===== config.mk =====
export PLATFORM = sky130hd
export DESIGN_NAME = morse_encoder_flat
export DESIGN_NICKNAME = d
export VERILOG_FILES = /design/src/rtl/morse_pkg.sv /design/src/rtl/morse_encoder_if.sv /design/src/rtl/morse_lut.sv /design/src/rtl/morse_encoder.sv /design/src/flat_wrapper.sv
export SDC_FILE = /design/constraint.sdc
export NUM_CORES = 1
export LEC_CHECK = 0
export CORE_ASPECT_RATIO = 1.75
export CORE_UTILIZATION = 64
export CTS_BUF_LIST = sky130_fd_sc_hd__clkbuf_8
export DETAILED_ROUTE_END_ITERATION = 8
export PLACE_DENSITY = 0.87
export SLEW_MARGIN = 20
export SYNTH_ARGS = -nofsm -noshare
export SYNTH_HDL_FRONTEND = slang
export SYNTH_SLANG_ARGS = --single-unit

===== constraint.sdc =====
create_clock -name clk -period 6.19 [get_ports clk]
set_clock_uncertainty 0.1 [all_clocks]
set_input_delay 0.619 -clock clk [delete_from_list [all_inputs] [get_ports clk]]
set_output_delay 0.619 -clock clk [all_outputs]
set_load 0.02 [all_outputs]

===== src/rtl/morse_pkg.sv =====
// Shared Morse constants: symbol event codes, timing unit multiples, ASCII bounds,
// and the encoder state type. Used by both the encoder and the decoder side.
package morse_pkg;

  typedef enum logic [1:0] {
    SYM_NONE = 2'b00,
    SYM_DOT  = 2'b01,
    SYM_DASH = 2'b10,
    SYM_SEND = 2'b11
  } sym_t;

  typedef enum logic [2:0] {
    ST_IDLE,
    ST_MARK,
    ST_ELEM_GAP,
    ST_LETTER_GAP,
    ST_WORD_GAP
  } state_t;

  localparam logic [2:0] MULT_DOT    = 3'd1;
  localparam logic [2:0] MULT_DASH   = 3'd3;
  localparam logic [2:0] MULT_ELEM   = 3'd1;
  localparam logic [2:0] MULT_LETTER = 3'd3;
  localparam logic [2:0] MULT_WORD   = 3'd7;

  localparam logic [7:0] ASCII_UC_LO    = 8'd65;
  localparam logic [7:0] ASCII_UC_HI    = 8'd90;
  localparam logic [7:0] ASCII_LC_LO    = 8'd97;
  localparam logic [7:0] ASCII_LC_HI    = 8'd122;
  localparam logic [7:0] ASCII_SPACE    = 8'd32;
  localparam logic [7:0] ASCII_CASE_OFS = 8'd32;

  function automatic logic [7:0] to_upper(input logic [7:0] c);
    if (c >= ASCII_LC_LO && c <= ASCII_LC_HI) return c - ASCII_CASE_OFS;
    return c;
  endfunction

endpackage


===== src/rtl/morse_encoder_if.sv =====
// Character input handshake and keying/event outputs of the Morse encoder.
interface morse_encoder_if;
  import morse_pkg::*;

  // letter is taken on a rising edge where letter_valid and letter_ready are both 1;
  // letter_ready is 1 only while the encoder is idle, so anything offered while busy is ignored.
  logic [7:0] letter;
  logic       letter_valid;
  logic       letter_ready;
  logic       key;
  logic [1:0] symbol;
  logic       busy;
  logic       err;
  state_t     dbg_state;

  modport master (
    output letter, letter_valid,
    input  letter_ready, key, symbol, busy, err, dbg_state
  );

  modport slave (
    input  letter, letter_valid,
    output letter_ready, key, symbol, busy, err, dbg_state
  );

endinterface


===== src/rtl/morse_lut.sv =====
// Uppercase ASCII to Morse element pattern: left-aligned in o_pattern (bit 3 first), 1 = dash.
module morse_lut
  import morse_pkg::*;
(
  input  logic [7:0] i_code,
  output logic [2:0] o_len,
  output logic [3:0] o_pattern,
  output logic       o_valid
);

  always_comb begin
    o_len     = 3'd0;
    o_pattern = 4'b0000;
    o_valid   = 1'b1;
    case (i_code)
      8'd65: {o_len, o_pattern} = {3'd2, 4'b0100}; // A .-
      8'd66: {o_len, o_pattern} = {3'd4, 4'b1000}; // B -...
      8'd67: {o_len, o_pattern} = {3'd4, 4'b1010}; // C -.-.
      8'd68: {o_len, o_pattern} = {3'd3, 4'b1000}; // D -..
      8'd69: {o_len, o_pattern} = {3'd1, 4'b0000}; // E .
      8'd70: {o_len, o_pattern} = {3'd4, 4'b0010}; // F ..-.
      8'd71: {o_len, o_pattern} = {3'd3, 4'b1100}; // G --.
      8'd72: {o_len, o_pattern} = {3'd4, 4'b0000}; // H ....
      8'd73: {o_len, o_pattern} = {3'd2, 4'b0000}; // I ..
      8'd74: {o_len, o_pattern} = {3'd4, 4'b0111}; // J .---
      8'd75: {o_len, o_pattern} = {3'd3, 4'b1010}; // K -.-
      8'd76: {o_len, o_pattern} = {3'd4, 4'b0100}; // L .-..
      8'd77: {o_len, o_pattern} = {3'd2, 4'b1100}; // M --
      8'd78: {o_len, o_pattern} = {3'd2, 4'b1000}; // N -.
      8'd79: {o_len, o_pattern} = {3'd3, 4'b1110}; // O ---
      8'd80: {o_len, o_pattern} = {3'd4, 4'b0110}; // P .--.
      8'd81: {o_len, o_pattern} = {3'd4, 4'b1101}; // Q --.-
      8'd82: {o_len, o_pattern} = {3'd3, 4'b0100}; // R .-.
      8'd83: {o_len, o_pattern} = {3'd3, 4'b0000}; // S ...
      8'd84: {o_len, o_pattern} = {3'd1, 4'b1000}; // T -
      8'd85: {o_len, o_pattern} = {3'd3, 4'b0010}; // U ..-
      8'd86: {o_len, o_pattern} = {3'd4, 4'b0001}; // V ...-
      8'd87: {o_len, o_pattern} = {3'd3, 4'b0110}; // W .--
      8'd88: {o_len, o_pattern} = {3'd4, 4'b1001}; // X -..-
      8'd89: {o_len, o_pattern} = {3'd4, 4'b1011}; // Y -.--
      8'd90: {o_len, o_pattern} = {3'd4, 4'b1100}; // Z --..
      default: o_valid = 1'b0;
    endcase
  end

endmodule


===== src/rtl/morse_encoder.sv =====
// Morse keyer: accepts one ASCII character at a time and plays it on key with
// unit-based timing, emitting one-cycle dot/dash/send events on symbol.
module morse_encoder
  import morse_pkg::*;
#(
  parameter int unsigned UNIT_CYCLES = 4
) (
  input  logic             clk,
  input  logic             reset,
  morse_encoder_if.slave   bus
);

  localparam logic [15:0] UNIT_LAST = 16'(UNIT_CYCLES - 1);

  state_t      r_state, w_next_state;
  logic [15:0] r_unit_cnt;
  logic [2:0]  r_mult_cnt, r_elem_idx, r_len;
  logic [3:0]  r_pattern;
  logic        r_key, r_err;
  logic [1:0]  r_symbol;

  logic [7:0]  w_upper;
  logic [2:0]  w_lut_len, w_target;
  logic [3:0]  w_lut_pattern;
  logic        w_lut_valid, w_accept, w_is_space, w_unit_end, w_done, w_last_elem, w_next_err;
  logic [1:0]  w_next_sym;

  assign w_upper = to_upper(bus.letter);

  morse_lut u_lut (
    .i_code    (w_upper),
    .o_len     (w_lut_len),
    .o_pattern (w_lut_pattern),
    .o_valid   (w_lut_valid)
  );

  assign w_accept    = bus.letter_valid && (r_state == ST_IDLE);
  assign w_is_space  = (bus.letter == ASCII_SPACE);
  assign w_unit_end  = (r_unit_cnt == UNIT_LAST);
  assign w_done      = w_unit_end && (r_mult_cnt == w_target - 3'd1);
  assign w_last_elem = (r_elem_idx == r_len - 3'd1);

  // r_pattern[3] is always the element currently playing or about to play.
  always_comb begin
    w_target = MULT_DOT;
    case (r_state)
      ST_MARK:       w_target = r_pattern[3] ? MULT_DASH : MULT_DOT;
      ST_ELEM_GAP:   w_target = MULT_ELEM;
      ST_LETTER_GAP: w_target = MULT_LETTER;
      ST_WORD_GAP:   w_target = MULT_WORD;
      default:       w_target = MULT_DOT;
    endcase
  end

  always_comb begin
    w_next_state = r_state;
    w_next_sym   = SYM_NONE;
    w_next_err   = 1'b0;
    case (r_state)
      ST_IDLE: begin
        if (w_accept) begin
          if (w_is_space) begin
            w_next_state = ST_WORD_GAP;
          end else if (w_lut_valid) begin
            w_next_state = ST_MARK;
            w_next_sym   = w_lut_pattern[3] ? SYM_DASH : SYM_DOT;
          end else begin
            w_next_err = 1'b1;
          end
        end
      end
      ST_MARK: begin
        if (w_done) begin
          if (w_last_elem) begin
            w_next_state = ST_LETTER_GAP;
            w_next_sym   = SYM_SEND;
          end else begin
            w_next_state = ST_ELEM_GAP;
          end
        end
      end
      ST_ELEM_GAP: begin
        if (w_done) begin
          w_next_state = ST_MARK;
          w_next_sym   = r_pattern[3] ? SYM_DASH : SYM_DOT;
        end
      end
      ST_LETTER_GAP, ST_WORD_GAP: begin
        if (w_done) w_next_state = ST_IDLE;
      end
      default: w_next_state = ST_IDLE;
    endcase
  end

  always_ff @(posedge clk or negedge reset) begin
    if (!reset) r_state <= ST_IDLE;
    else        r_state <= w_next_state;
  end

  always_ff @(posedge clk or negedge reset) begin
    if (!reset) begin
      r_unit_cnt <= '0;
      r_mult_cnt <= '0;
      r_elem_idx <= '0;
      r_len      <= '0;
      r_pattern  <= '0;
      r_key      <= 1'b0;
      r_symbol   <= SYM_NONE;
      r_err      <= 1'b0;
    end else begin
      if ((w_next_state != r_state) || (r_state == ST_IDLE)) begin
        r_unit_cnt <= '0;
        r_mult_cnt <= '0;
      end else if (w_unit_end) begin
        r_unit_cnt <= '0;
        r_mult_cnt <= r_mult_cnt + 3'd1;
      end else begin
        r_unit_cnt <= r_unit_cnt + 16'd1;
      end
      if (r_state == ST_IDLE && w_next_state == ST_MARK) begin
        r_len      <= w_lut_len;
        r_pattern  <= w_lut_pattern;
        r_elem_idx <= '0;
      end else if (r_state == ST_MARK && w_next_state == ST_ELEM_GAP) begin
        r_pattern  <= {r_pattern[2:0], 1'b0};
        r_elem_idx <= r_elem_idx + 3'd1;
      end
      r_key    <= (w_next_state == ST_MARK);
      r_symbol <= w_next_sym;
      r_err    <= w_next_err;
    end
  end

  assign bus.letter_ready = (r_state == ST_IDLE);
  assign bus.busy         = (r_state != ST_IDLE);
  assign bus.key          = r_key;
  assign bus.symbol       = r_symbol;
  assign bus.err          = r_err;
  assign bus.dbg_state    = r_state;

endmodule

===== src/flat_wrapper.sv =====
// flat-port wrapper written by rule: the top's interface ports become plain ports
module morse_encoder_flat import morse_pkg::*;
#(
  parameter int unsigned UNIT_CYCLES = 4
)
  (clk, reset, bus_letter, bus_letter_valid, bus_letter_ready, bus_key, bus_symbol, bus_busy, bus_err, bus_dbg_state);
  morse_encoder_if bus_i ();
  input  logic clk;
  input  logic reset;
  input wire logic [$bits(bus_i.letter)-1:0] bus_letter;
  input wire logic [$bits(bus_i.letter_valid)-1:0] bus_letter_valid;
  output wire logic [$bits(bus_i.letter_ready)-1:0] bus_letter_ready;
  output wire logic [$bits(bus_i.key)-1:0] bus_key;
  output wire logic [$bits(bus_i.symbol)-1:0] bus_symbol;
  output wire logic [$bits(bus_i.busy)-1:0] bus_busy;
  output wire logic [$bits(bus_i.err)-1:0] bus_err;
  output wire logic [$bits(bus_i.dbg_state)-1:0] bus_dbg_state;
  assign bus_i.letter = bus_letter;
  assign bus_i.letter_valid = bus_letter_valid;
  assign bus_letter_ready = bus_i.letter_ready;
  assign bus_key = bus_i.key;
  assign bus_symbol = bus_i.symbol;
  assign bus_busy = bus_i.busy;
  assign bus_err = bus_i.err;
  assign bus_dbg_state = bus_i.dbg_state;
  morse_encoder #(.UNIT_CYCLES(UNIT_CYCLES)) u_core (.clk(clk), .reset(reset), .bus(bus_i));
endmodule

# Word-level counts from Yosys, hierarchy flattened
# Cells that the tools add are included.
# classes
n_lt_le_gt_ge,2
muxes,37
addsub,6
reduce_logical,22
eq_ne,37
# op_table
cell,count
8-bit by 7-bit equality test with 1-bit output (second input constant),26
4-bit case mux with 12 select lines,1
16-bit 2-to-1 mux,2
3-bit 2-to-1 mux,10
26-bit OR reduction,1
3-bit case mux with 4 select lines,2
2-bit 2-to-1 mux,9
16-bit by 1-bit adder with 16-bit output (second input constant),1
16-bit by 2-bit equality test with 1-bit output (second input constant),1
8-bit 2-to-1 mux,2
12-bit OR reduction,1
2-bit OR reduction,5
3-bit by 2-bit equality test with 1-bit output (second input constant),3
3-bit case mux with 3 select lines,1
8-bit by 6-bit equality test with 1-bit output (second input constant),1
8-bit by 7-bit >= comparator with 1-bit output (second input constant),1
8-bit by 7-bit less-or-equal comparator with 1-bit output (second input constant),1
4-bit 2-to-1 mux,2
4-bit OR reduction,2
8-bit OR reduction,1
8-bit by 6-bit subtractor with 8-bit output (second input constant),1
1-bit 2-to-1 mux,7
3-bit by 1-bit adder with 3-bit output (second input constant),2
3-bit by 1-bit equality test with 1-bit output (second input constant),2
other kinds (11),19
# totals
out_inout_bits,9
register_bits,36
word_cells,113
inputBits,11

# Longest topological paths before layout
# logic_depth
word_depth,15
mapped_depth,9
depth_no_buf,8

# By module
# From an unflattened synthesis, not the netlist that was laid out.
# hier_totals
hier_cells,259
area_unflattened_um2,2341.0
# modules_own_cells
module,area_each_um2,cells_each,seq_area_each_um2,n_inst
morse_encoder,1890.6,193,900.9,1
morse_lut,450.4,66,0.0,1

# Worst setup path after synthesis
# Ideal clock, no wire load.
# synth_path
path_kind,input port to flip-flop
startpoint,input bus_letter[2]
endpoint,register u_core.r_pattern[1]
path_stages,8
path_slack_ns,3.816
n_path_buf,3
setup_time_ns,0.138
required_ns,5.952
arrival_time_ns,2.136
path_cell_list,clkbuf_1 -> nor2_1 -> o2bb2ai_1 -> or4_1 -> clkbuf_1 -> clkbuf_1 -> nand3b_1 -> o211ai_1
# synth_via
elab_chain_cells,14
word_cells_on_any_way,53
classes_between,add/sub: 1; order compare: 2; eq/ne: 29; mux: 10; reduce/logical: 11
# synth_rtl
element,line,text
"start, declared",flat_wrapper.sv:10,input wire logic [$bits(bus_i.letter)-1:0] bus_letter;
8-bit by 7-bit >= comparator with 1-bit output or 8-bit by 7-bit less-or-equal comparator with 1-bit output (tied branches),morse_pkg.sv:34,if (c >= ASCII_LC_LO && c <= ASCII_LC_HI) return c - ASCII_CASE_OFS;
1-bit logical AND,morse_pkg.sv:34,
1-bit 2-to-1 mux,morse_pkg.sv:34,
8-bit 2-to-1 mux,morse_pkg.sv:35,return c;
8-bit by 7-bit equality test with 1-bit output,morse_lut.sv:15,case (i_code)
26-bit OR reduction (no source line),-,
1-bit 2-to-1 mux,morse_lut.sv:15,
3-bit 2-to-1 mux,morse_encoder.sv:64,end else if (w_lut_valid) begin
3-bit 2-to-1 mux,morse_encoder.sv:62,if (w_is_space) begin
3-bit 2-to-1 mux,morse_encoder.sv:61,if (w_accept) begin
3-bit case mux with 4 select lines,morse_encoder.sv:59,case (r_state)
3-bit by 1-bit equality test with 1-bit output or 3-bit by 2-bit equality test with 1-bit output (tied branches),"morse_encoder.sv:120, morse_encoder.sv:124",
1-bit logical AND (on tied branches),"morse_encoder.sv:120, morse_encoder.sv:124",
4-bit 2-to-1 mux or 2-bit nonzero test (tied branches),-,
"end signal, assigned",morse_encoder.sv:122,r_pattern <= w_lut_pattern;
"end signal, assigned",morse_encoder.sv:125,"r_pattern <= {r_pattern[2:0], 1'b0};"
"end, declared",morse_encoder.sv:18,logic [3:0] r_pattern;
# Parallel ways exist; a longest one is shown, timed or not. The select of a mux whose other input is x is not followed.
# A chain may end at the register's enable or synchronous reset.

# Final worst setup path
# layout_path
startpoint,input bus_letter[2]
endpoint,register u_core.r_key (netlist: u_core.bus.key)
# layout_via
elab_chain_cells,12
word_cells_on_any_way,41
classes_between,add/sub: 1; order compare: 2; eq/ne: 28; mux: 8; reduce/logical: 2
# layout_rtl
element,line,text
8-bit by 7-bit >= comparator with 1-bit output or 8-bit by 7-bit less-or-equal comparator with 1-bit output (tied branches),morse_pkg.sv:34,
1-bit logical AND,morse_pkg.sv:34,
1-bit 2-to-1 mux,morse_pkg.sv:34,
8-bit 2-to-1 mux,morse_pkg.sv:35,
8-bit by 7-bit equality test with 1-bit output,morse_lut.sv:15,
26-bit OR reduction (no source line),-,
1-bit 2-to-1 mux,morse_lut.sv:15,
3-bit 2-to-1 mux,morse_encoder.sv:64,
3-bit 2-to-1 mux *,morse_encoder.sv:62,
3-bit 2-to-1 mux *,morse_encoder.sv:61,
3-bit case mux with 4 select lines *,morse_encoder.sv:59,
net u_core.w_next_state[0],morse_encoder.sv:15,"state_t r_state, w_next_state;"
3-bit by 1-bit equality test with 1-bit output *,morse_encoder.sv:128,r_key <= (w_next_state == ST_MARK);
"end signal, assigned",morse_encoder.sv:128,
"end, declared",morse_encoder.sv:19,"logic r_key, r_err;"
# The timed path passes the listed nets; every way through them passes the cells marked *. The select of a mux whose other input is x is not followed.

==> flow_summary.ini <==
[setup_path]
startpoint = bus_letter[2]
required_ns = 6.31
cp.arrival_ns = 2.99
rrSetupSlack_ns = 3.39
endpoint_kind = flip-flop
r2r_cells = 7
start_kind = primary input
slowest_stage = clkdlybuf4s50_1
slowest_delay_ns = 0.81
path_cells = clkdlybuf4s50_1 -> nor2_1 -> o2bb2ai_1 -> or4_1 -> o311ai_2 -> o211a_1
crit_path_end = u_core.bus.key
r2r-end = u_core.r_elem_idx[1]
worstReg2RegStart = u_core.r_unit_cnt[0]
path_class = in -> reg
path_max_fanout = 19

[logic_synthesis]
yosysTopAreaCell = dfrtp_1
ys_types = 53
yosys_warnings = 0
synth_area_leaders = dfrtp_1 (40%), nor2_1 (5.4%), xor2_1 (3.9%)
synth_top_area_share_pct = 40.47
yosysSeqAreaShare_pct = 40.47
synth_ff_type = dfrtp_1
async_reset_ff_share_pct = 100.0
syn_area_um2 = 2226
synth_edf_count = 0
avgSynthCellArea_um2 = 8.868
syn_nets = 268
synth-seq-cells = 36
synthCells = 251

[routing]
num_vias = 1882
drtIter0Drc = 58
routed_wl_um = 4846
drc_errors = 0
top_layer = met4
viasPerCell = 6.013
avgRoutedWirePerCell_um = 15.48
wl_met2_um = 2862
ant_nets = 0
dr.pass1.iters = 4
met3_length_um = 117
wl_met1_um = 1755

[floorplan]
dieArea_um2 = 3727
rows = 28
start_util_pct = 66.18
core_area_um2 = 3363
die_x_um = 46.58
fp.dieH_um = 80.02
io_pins = 20

[run]
cap_viol_max_count = 0

[final_layout]
layout_commonest_cell = dfrtp_1
n_antenna_cell = 0
mostFrequentLayoutCells = dfrtp_1 (36), nor2_1 (32), nand2_1 (23)
drive_gt1_share_pct = 8.209
area_growth_syn_to_layout_pct = 13.83
fin_nets = 284

[timing]
period_minus_slack_ns = 2.871
worst_slew_pin_slew_ns = 0.8495
fin_crit_sh_pct = 46.38
slew_viol_final = 0
fin_hold_ws_ns = 0.3973
finalHoldViolCount = 0
setup_viol = 0
rsz0062_at_grt = false
fmax_mhz = 348.3
fin_tns_setup_ns = 0
relSlewSlack_pct = 42.84

[hold_path]
worstHoldPathType = reg -> reg
holdPathStages = 1

[clock_network]
cts-root-buf = clkbuf_8
hold_buffers = 0
clockBufferDepth = 2
cts.clk_slew.worst_paths_ns = 0.07
cts_tree = done
clock-sinks = 36
post_cts_buffers = 0
clk_latency_ns = 0.29
cts_resized = 0
cts_buffers = 5
htreeDepth = 2

[global_routing]
grt_pass1_vias = 1860
grt_usage_pct = 30.22
antenna_found_initial = 0
grt_overflow = 0
grt_start_max_net_pins = 37
grt_pass1_wl_um = 8100

[power_and_ir_drop]
power.internal_uw = 531.8
clockPowerShare_pct = 19.7
ir_drop_mv = 0.2288
p_per_area_nw_per_um2 = 338.2
swShare_pct = 37.95
pwr-share-comb_pct = 40.8
p_seq_share_pct = 39.6
netSwitchingPower_uw = 325.2
p_leak_uw = 0.001136

[placed_design]
port_buffers = 19
gp_congestion = 0.8037
post-dp-hpwl_um = 3664

[outcome]
status = completed
-- synth_stat cells (4+ instances only) --
| master | number |
|---|---|
| nand3b_1 | 6 |
| xor2_1 | 10 |
| nor2_1 | 32 |
| inv_1 | 12 |
| clkbuf_1 | 9 |
| a21oi_1 | 16 |
| nor3_1 | 6 |
| o21ai_0 | 10 |
| nand2b_1 | 6 |
| nand2_1 | 23 |
| nand3_1 | 8 |
| ha_1 | 6 |
| and3_1 | 5 |
| or3_1 | 4 |
| xnor2_1 | 8 |
| dfrtp_1 | 36 |
-- registers in the layout, indices dropped and copies added, names as in the netlist --
register	cells
u_core.bus.dbg_state	3
u_core.bus.err	1
u_core.bus.key	1
u_core.bus.symbol	2
u_core.r_elem_idx	3
u_core.r_len	3
u_core.r_mult_cnt	3
u_core.r_pattern	4
u_core.r_unit_cnt	16
-- cell type report --
| class | count | area, um^2 |
|---|---|---|
| clock buffer | 6 | 82.58 |
| multi-input combinational | 192 | 1241 |
| timing repair buffer | 20 | 197.7 |
| clock inverter | 2 | 10.01 |
| inverter | 12 | 45.04 |
| sequential | 36 | 900.9 |
| tap | 45 | 56.30 |
| fill | 267 | 829.5 |
-- worst min path at each step --
| stage | end | start |
|---|---|---|
| after floorplan | u_core.bus.dbg_state[0] | reset |
| after global placement | u_core.r_unit_cnt[0] | u_core.r_unit_cnt[0] |
| after detailed placement | u_core.r_len[2] | u_core.r_len[2] |
| after CTS | u_core.r_len[2] | u_core.r_len[2] |
| after global routing | u_core.r_len[2] | u_core.r_len[2] |
| final | u_core.r_len[2] | u_core.r_len[2] |
-- worst max-delay path, delay by kind of cell --
| family | cells | cell delay [ns] |
|---|---|---|
| buffers and inverters | 1 | 0.81 |
| AOI/OAI and AO/OA | 3 | 0.61 |
| and+or+nand+nor | 2 | 0.94 |
-- cells by family after synthesis --
group / share of synthesized area [%]
simple gates: 27.21
compound gates: 15.97
flops: 40.47
buf+inv: 3.991
xor+xnor: 8.094
fa+ha+maj: 3.373
mux: 0.8994
-- stage by stage --
step	worst slack [ns]	instances	instance area [um^2]	util (%)	power, uW
2_1_floorplan	3.816	251	2226	-	576.3
3_3_place_gp	3.125	305	2436	72.43	673.6
3_5_place_dp	3.036	305	2436	72.43	684.7
4_1_cts	3.023	313	2529	75.19	857.9
5_1_grt	3.115	313	2534	75.33	914.7
6_report	3.319	313	2534	75.33	856.9
-- metal layers --
| metal | GRT usage (%) | vias up |
|---|---|---|
| met5 | 0 | - |
| met4 | 12.65 | 0 |
| met3 | 5.656 | 7 |
| met2 | 55.56 | 45 |
| met1 | 30.60 | 916 |
| li1 | - | 914 |
-- power by group through the flow --
stage	combinational [uW]	sequential [uW]	clock, uW
global placement	334	339	0
floorplan	232	345	0
global route	387	347	180
CTS	348	339	171
finish	349	339	168
detailed placement	342	343	0
(Power assumes the default switching activity.)
